<file path="config.mk">
export PLATFORM = sky130hd
export DESIGN_NAME = led_fade_driver
export DESIGN_NICKNAME = d
export VERILOG_FILES = /design/src/rtl/led_pkg.sv /design/src/rtl/led_pwm_gen.sv /design/src/rtl/led_fade_driver.sv
export SDC_FILE = /design/constraint.sdc
export NUM_CORES = 1
export LEC_CHECK = 0
export BUFFER_PORTS_ARGS = -buffer_cell sky130_fd_sc_hd__buf_2
export CAP_MARGIN = 20
export CORE_ASPECT_RATIO = 0.8
export CORE_UTILIZATION = 60
export DETAILED_ROUTE_END_ITERATION = 6
export PLACE_DENSITY = 0.79
export SLEW_MARGIN = 20
export SYNTH_ARGS = -nofsm -noshare
export SYNTH_HDL_FRONTEND = slang
export SYNTH_SLANG_ARGS = --single-unit
</file>
<file path="constraint.sdc">
create_clock -name CLK -period 3.6 [get_ports CLK]
set_input_delay 0.36 -clock CLK [delete_from_list [all_inputs] [get_ports CLK]]
set_output_delay 0.36 -clock CLK [all_outputs]
set_load 0.1 [all_outputs]
</file>
<file path="src/rtl/led_pkg.sv">
// led_pkg: constants shared by the LED fade output stage.
// State encoding, system clock rate and default ramp rate.
package led_pkg;

  typedef enum logic [1:0] {
    ST_OFF  = 2'd0,
    ST_UP   = 2'd1,
    ST_ON   = 2'd2,
    ST_DOWN = 2'd3
  } led_st_t;

  localparam int CLK_HZ = 50_000_000;

  // ~250 ms for a full 8-bit ramp at CLK_HZ
  localparam int RAMP_STEP_DEFAULT = 48_828;

endpackage

</file>
<file path="src/rtl/led_pwm_gen.sv">
// led_pwm_gen: free-running PWM with duty latched at period boundary.
// Duty changes only take effect at the start of a new period.
module led_pwm_gen #(
  parameter int PWM_BITS = 8
) (
  input  logic                CLK,
  input  logic                RSTn,
  input  logic [PWM_BITS-1:0] duty,
  output logic                LED_Out
);

  localparam logic [PWM_BITS-1:0] CNT_ONE = PWM_BITS'(1);

  logic [PWM_BITS-1:0] pwm_cnt;
  logic [PWM_BITS-1:0] applied_duty;

  always_ff @(posedge CLK or negedge RSTn) begin
    if (!RSTn) begin
      pwm_cnt      <= '0;
      applied_duty <= '0;
      LED_Out      <= 1'b0;
    end else begin
      pwm_cnt <= pwm_cnt + CNT_ONE;
      if (&pwm_cnt)
        applied_duty <= duty;
      LED_Out <= (pwm_cnt < applied_duty);
    end
  end

endmodule

</file>
<file path="src/rtl/led_fade_driver.sv">
// led_fade_driver: turns an on/off request into a linear PWM fade.
// FSM and prescaler walk duty toward target one LSB per step.
module led_fade_driver
  import led_pkg::*;
#(
  parameter int PWM_BITS       = 8,
  parameter int RAMP_STEP_CLKS = RAMP_STEP_DEFAULT,
  parameter int STEP_CNT_W     = 28
) (
  input  logic                CLK,
  input  logic                RSTn,
  input  logic                LED_In,
  input  logic [PWM_BITS-1:0] Brightness,
  output logic                LED_Out,
  output logic                Busy,
  output logic [PWM_BITS-1:0] Duty
);

  localparam logic [PWM_BITS-1:0] D_ONE = PWM_BITS'(1);
  localparam logic [STEP_CNT_W-1:0] S_ONE = STEP_CNT_W'(1);
  localparam logic [STEP_CNT_W-1:0] S_LAST =
    STEP_CNT_W'(RAMP_STEP_CLKS - 1);

  led_st_t               state;
  logic [PWM_BITS-1:0]   duty;
  logic [PWM_BITS-1:0]   target;
  logic [PWM_BITS-1:0]   duty_inc;
  logic [PWM_BITS-1:0]   duty_dec;
  logic [STEP_CNT_W-1:0] step_cnt;
  logic                  tick;

  assign target   = LED_In ? Brightness : '0;
  assign duty_inc = duty + D_ONE;
  assign duty_dec = duty - D_ONE;
  assign tick     = (step_cnt == S_LAST);
  assign Duty     = duty;

  // step_cnt defaults to 0 so every state change restarts the prescaler
  always_ff @(posedge CLK or negedge RSTn) begin
    if (!RSTn) begin
      state    <= ST_OFF;
      duty     <= '0;
      step_cnt <= '0;
      Busy     <= 1'b0;
    end else begin
      step_cnt <= '0;
      unique case (state)
        ST_OFF: begin
          if (target != '0) begin
            state <= ST_UP;
            Busy  <= 1'b1;
          end
        end
        ST_UP: begin
          if (target < duty) begin
            state <= ST_DOWN;
          end else if (target == duty) begin
            state <= ST_ON;
            Busy  <= 1'b0;
          end else if (tick) begin
            duty <= duty_inc;
            if (duty_inc == target) begin
              state <= ST_ON;
              Busy  <= 1'b0;
            end
          end else begin
            step_cnt <= step_cnt + S_ONE;
          end
        end
        ST_ON: begin
          if (target < duty) begin
            state <= ST_DOWN;
            Busy  <= 1'b1;
          end else if (target > duty) begin
            state <= ST_UP;
            Busy  <= 1'b1;
          end
        end
        ST_DOWN: begin
          if (target > duty) begin
            state <= ST_UP;
          end else if (target == duty) begin
            state <= (duty == '0) ? ST_OFF : ST_ON;
            Busy  <= 1'b0;
          end else if (tick) begin
            duty <= duty_dec;
            if (duty_dec == target) begin
              state <= (target == '0) ? ST_OFF : ST_ON;
              Busy  <= 1'b0;
            end
          end else begin
            step_cnt <= step_cnt + S_ONE;
          end
        end
      endcase
    end
  end

  led_pwm_gen #(
    .PWM_BITS(PWM_BITS)
  ) u_pwm (
    .CLK    (CLK),
    .RSTn   (RSTn),
    .duty   (duty),
    .LED_Out(LED_Out)
  );

endmodule
</file>
# Yosys cells after proc, flatten, opt, wreduce, memory -nomap -nowiden
# Index checks and enable logic that the tools add are counted.
classes:
  eq_ne: 23
  mux: 39
  shifts: 0
  n_bitwise: 0
  multipliers: 0
  div_mod_pow: 0
  add_sub_neg: 4
  reduce_logical: 9
  magnitude_cmp: 3
op_table:
  columns: ["op", "n"]
  rows:
  - ["28-bit 2-to-1 mux", 4]
  - ["8-bit 2-to-1 mux", 7]
  - ["28-bit one-hot mux with 2 select lines", 1]
  - ["28-bit by 1-bit adder with 28-bit output (second input constant)", 1]
  - ["28-bit by 16-bit equality test with 1-bit output (second input constant)", 1]
  - ["2-bit 2-to-1 mux", 13]
  - ["8-bit equality test", 3]
  - ["8-bit by 1-bit adder with 8-bit output (second input constant)", 2]
  - ["8-bit zero test", 2]
  - ["8-bit < comparator", 2]
  - ["4-bit inequality test (second input constant)", 4]
  - ["8-bit one-hot mux with 2 select lines", 1]
  - ["8-bit AND reduction", 2]
  - ["3-bit inequality test (second input constant)", 5]
  - ["2-bit inequality test (second input constant)", 7]
  - ["1-bit 2-to-1 mux", 11]
  - ["8-bit > comparator", 1]
  - ["2-bit one-hot mux with 4 select lines", 1]
  - ["8-bit nonzero test", 1]
  - ["8-bit by 1-bit subtractor with 8-bit output (second input constant)", 1]
  - ["7-bit AND reduction", 1]
  - ["6-bit AND reduction", 1]
  - ["2-bit equality test (second input constant)", 2]
  - ["1-bit one-hot mux with 4 select lines", 1]
  - ["other kinds (3)", 3]
totals:
  mem_count: 0
  latchBits: 0
  mem_bits_ro: 0
  output_inout_bits: 10
  reg_bits: 56
  mem_bits_rw: 0

# Logic depth before layout (Yosys ltp)
logic_depth:
  depth_word: 8
  ltp_mapped: 12
  depth_no_buf: 10

# By module
# A second synthesis with hierarchy kept.
unflattened:
  hier_cells: 410
  hier_area_um2: 3813.7
by_module_without_submodules:
  columns: ["mod", "n_inst", "area_per_inst_um2", "seq_area_each_um2", "cells_each"]
  rows:
  - ["led_fade_driver", 1, 2995.4, 975.9, 340]
  - ["led_pwm_gen", 1, 818.3, 425.4, 70]

# Worst setup path before layout
# No wires, ideal clock.
synth_path:
  kind: "register -> register"
  startpoint: "register duty[4] (netlist: Duty[4])"
  endpoint: "register Busy"
  path_buffers: 1
  path_stages_with_launch: 11
  required_time_ns: 3.468
  t_arrival_ns: 2.979
  path_slack_ns: 0.489
  path_cell_list: "dfrtp_1 -> buf_2 -> inv_2 -> ha_1 -> nand4_1 -> o21ai_0 -> or2_2 -> a211oi_1 -> or3_1 -> a2111oi_1 -> nor2_1"
synth_via:
  elab_chain_len: 4
  word_cells_on_any_way: 21
  classes_between: "add/sub (2); order compare (2); eq/ne (10); mux (6); reduce/logical (1)"
synth_lines:
  columns: ["element", "line", "rtl"]
  rows:
  - ["start, declared", "led_fade_driver.sv:25", "logic [PWM_BITS-1:0] duty;"]
  - ["start signal, assigned", "led_fade_driver.sv:61", "duty <= duty_inc;"]
  - ["start signal, assigned", "led_fade_driver.sv:86", "duty <= duty_dec;"]
  - ["8-bit by 1-bit subtractor with 8-bit output, or another cell as far along", "led_fade_driver.sv:34", "assign duty_dec = duty - D_ONE;"]
  - ["8-bit equality test, or another cell as far along", "led_fade_driver.sv:87", "if (duty_dec == target) begin"]
  - ["3-bit inequality test (no line), or another cell as far along", null, null]
  - ["8-bit AND reduction (no line) or 1-bit one-hot mux with 4 select lines (tied branches)", null, null]
  - ["end signal, assigned", "led_fade_driver.sv:44", "Busy <= 1'b0;"]
  - ["end signal, assigned", "led_fade_driver.sv:84", "Busy <= 1'b0;"]
  - ["end signal, assigned", "led_fade_driver.sv:89", "Busy <= 1'b0;"]
  - ["end, declared", "led_fade_driver.sv:15", "output logic Busy,"]
# Several ways; a longest one is shown, not always the timed one. The select of a mux whose other input is x is not followed.
# A chain may end at the register's enable or synchronous reset.

# Worst setup path after layout
layout_path:
  startpoint: "register duty[3] (netlist: Duty[3])"
  endpoint: "register Busy"
# Same word-level chain as after synthesis.

==> metrics.txt <==
status finished, final reports clean; post-synth net total 423; Crit. End Element flip-flop; CP Class reg2reg; crit start category flip-flop; Crit Path Max Fanout 17; Psw 0.334 mW; leak pwr 1.70 nW; post-cts resize count 0; final wirelength 7360 um; sequential group share of total power 0.551; RSZ-0062 raised after global routing no; HPWL after detailed placement 5490 um; post-route worst setup slack 0.504 ns; # IOs 21; Rows 24; routed vias/inst 6.00; Mapped Area 3550 um2; Tightest Pin Transition 0.698 ns; Antenna diodes 0; post-synthesis register bit count 56; pre-CTS setup slack 0.561 ns; Die ar. 6220 um2; WP buf/inv 1; Final Hold Viols 0; Tmin final 3.10 ns; H-tree depth 2; largest net degree at the start of global routing 33; FF-to-FF setup slack 0.50 ns; Setup Viol. Count Final 0; vias in the first global route 2740; yosys warns 0; Root Buffer clkbuf_8; WP data required 3.79 ns; Final Core Density 0.682; Chip Width 88.0 um; Worst path max stage delay 0.70 ns; overall routing resource usage 0.266; port buffer count 20; Int Pwr 0.960 mW; setup TNS 0 ns; FILL cells 466; Max Clk Rate 323 MHz; Setup Skew 0.00652 ns; Clock Sink Count 56; initial detailed-routing violation count 271; top_reg_cell synth dfrtp_1; asr flop ratio synth 1.00; Post-DRT Antenna Nets 0; Peak VDD IR 0.174 mV; Period Utilization, post-route 0.860; syn_area_per_cell 9.05 um2; Layout area overhead 7.45%; gpl congestion 0.929; Post-CTS Setup Inserts 0; Placed Instances 478; cts bufs inserted 5; DP Area 3690 um2; total power draw 1.29 mW; cts hold-fix bufs 0; crit path DAT 3.29 ns; Gate power share 0.118; tightest hold margin 0.0872 ns; sw frac 0.258; final net count 438; pwr dens 340 nW/um2; max cap viols 0; Final Cell Area 3810 um2; first-pass GRT wire length 12900 um; Post-Synthesis Cells 392; DRC 0; GRT Residual Overflow 0; worst-path cell chain inv_1 > ha_1 > nand4_1 > o21ai_0 > or2_2 > a211oi_1 > or3_1 > a2111oi_1 > nor2_1; post-synth cell types 54; antenna violations before repair 0; Clock power frac 0.332; post-route non-filler standard cell count 486; area of the multi-input gates 1990 um2; routed vias 2916; Slew headroom 0.535; sequential area share after synthesis 0.395; Min-Delay Path Class in2async; CP top delay family simple AND/OR/NAND/NOR gates; wire per inst 15.1 um; Worst path slowest cell dfrtp_1; die height 70.8 um; share of layout cells above drive strength 1 0.110; clock insertion delay at the later pin of the skew report 0.30 ns; core area 5590 um2; Initial Util 0.635; flip-flop and latch area 1400 um2; TritonRoute pass-1 iters 5; CTS tree built; number of enable flip-flop cells after synthesis 0; Slew Viols, Final 0; CTS clk-pin slew, worst paths 0.10 ns; clock buffer depth 2
[sequential cells by signal, summed over array words and instances, names as in the netlist]
signal              count
Busy                    1
Duty                    8
state                   2
step_cnt               28
u_pwm.LED_Out           1
u_pwm.applied_duty      8
u_pwm.pwm_cnt           8
[path summary, 6_finish.rpt]
path,end,depth (start not counted),startpoint
setup / recovery,Busy$_DFFE_PN0P_,9,Duty[3]$_DFFE_PN0P_
hold / removal,step_cnt[11]$_DFF_PN0_,1,RSTn
setup reg to reg,Busy$_DFFE_PN0P_,9,Duty[3]$_DFFE_PN0P_
hold reg to reg,step_cnt[0]$_DFF_PN0_,1,step_cnt[0]$_DFF_PN0_
max in group asynchronous,u_pwm.pwm_cnt[1]$_DFF_PN0_,2,RSTn
min in group CLK,step_cnt[0]$_DFF_PN0_,1,step_cnt[0]$_DFF_PN0_
[power groups by stage]
stage          Combinational (mW)  Sequential [mW]  Clock (mW)
2_1_floorplan               0.111            0.713           0
5_1_grt                     0.175            0.718       0.467
4_1_cts                     0.155            0.711       0.442
6_report                    0.152            0.713       0.429
3_5_place_dp                0.154            0.723           0
3_3_place_gp                0.147            0.721           0
[placed cells by master (no fill, tap or decap), drive strengths merged, types with 5 or more instances in the layout]
cell / instances
xor2: 22
nand2: 30
and3: 11
buf: 22
a21oi: 17
nor4: 6
nand4: 14
nand3: 22
ha: 20
xnor2: 29
dfrtp: 56
nor2: 47
nor3: 12
and2: 5
and4: 5
clkbuf: 6
inv: 22
o21ai: 15
[worst reg2reg max path, cell delays in order (launching register included)]
cell	delay [ns]
dfrtp_1	0.70
inv_1	0.22
ha_1	0.38
nand4_1	0.16
o21ai_0	0.43
or2_2	0.22
a211oi_1	0.05
or3_1	0.39
a2111oi_1	0.35
nor2_1	0.09
[metal layers]
layer | GRT usage | part of all wire | up-vias
met5 | 0 | 0 | -
met4 | 0.0765 | 0.018 | 0
met3 | 0.0467 | 0.055 | 16
met2 | 0.408 | 0.46 | 97
met1 | 0.385 | 0.47 | 1398
li1 | - | - | 1405
[final cells by class]
cell class	instances	share of cell area
clock buffers	6	0.0217
clock inverters	2	0.0102
inverters	22	0.0217
multi-input cells	300	0.523
flip-flops and latches	56	0.368
well taps	78	0.0256
repair buffers	22	0.0302
[cell families after synthesis]
logic type,count (synthesis),share of synthesized area
and+or+nand+nor,166,0.241
xor gates and xnor gates,51,0.126
buffers and inverters,36,0.0448
DFF,56,0.395
adders and majority gates,21,0.0734
muxes,5,0.0152
AOI/OAI and AO/OA,57,0.105
[Yosys cell counts (2+ instances only)]
cell type / number / share of area
mux2i_1: 2 / 0.0056
o211ai_1: 2 / 0.0042
a31oi_1: 3 / 0.0053
nor4_1: 6 / 0.011
ha_1: 20 / 0.071
nor3_2: 2 / 0.0056
nor4b_1: 2 / 0.0049
a211oi_1: 4 / 0.0085
inv_1: 21 / 0.022
nand3_1: 22 / 0.031
a21oi_2: 3 / 0.0074
mux2_2: 3 / 0.0095
buf_6: 2 / 0.0064
and3_1: 11 / 0.019
dfrtp_1: 56 / 0.40
nor2b_1: 2 / 0.0035
nand4_1: 13 / 0.023
or3_1: 3 / 0.0053
nor3b_1: 2 / 0.0042
nor3_1: 10 / 0.014
nor2_1: 44 / 0.047
or4_1: 2 / 0.0042
a21oi_1: 14 / 0.020
and4_1: 5 / 0.012
nor2_2: 3 / 0.0053
and2_1: 5 / 0.0088
o21ai_0: 13 / 0.018
a21o_1: 2 / 0.0042
xor2_1: 22 / 0.054
buf_2: 7 / 0.0099
nand2_1: 30 / 0.032
xnor2_1: 29 / 0.072
clkbuf_1: 5 / 0.0053
o21ai_1: 2 / 0.0028
Power figures use the tool's default switching activity.
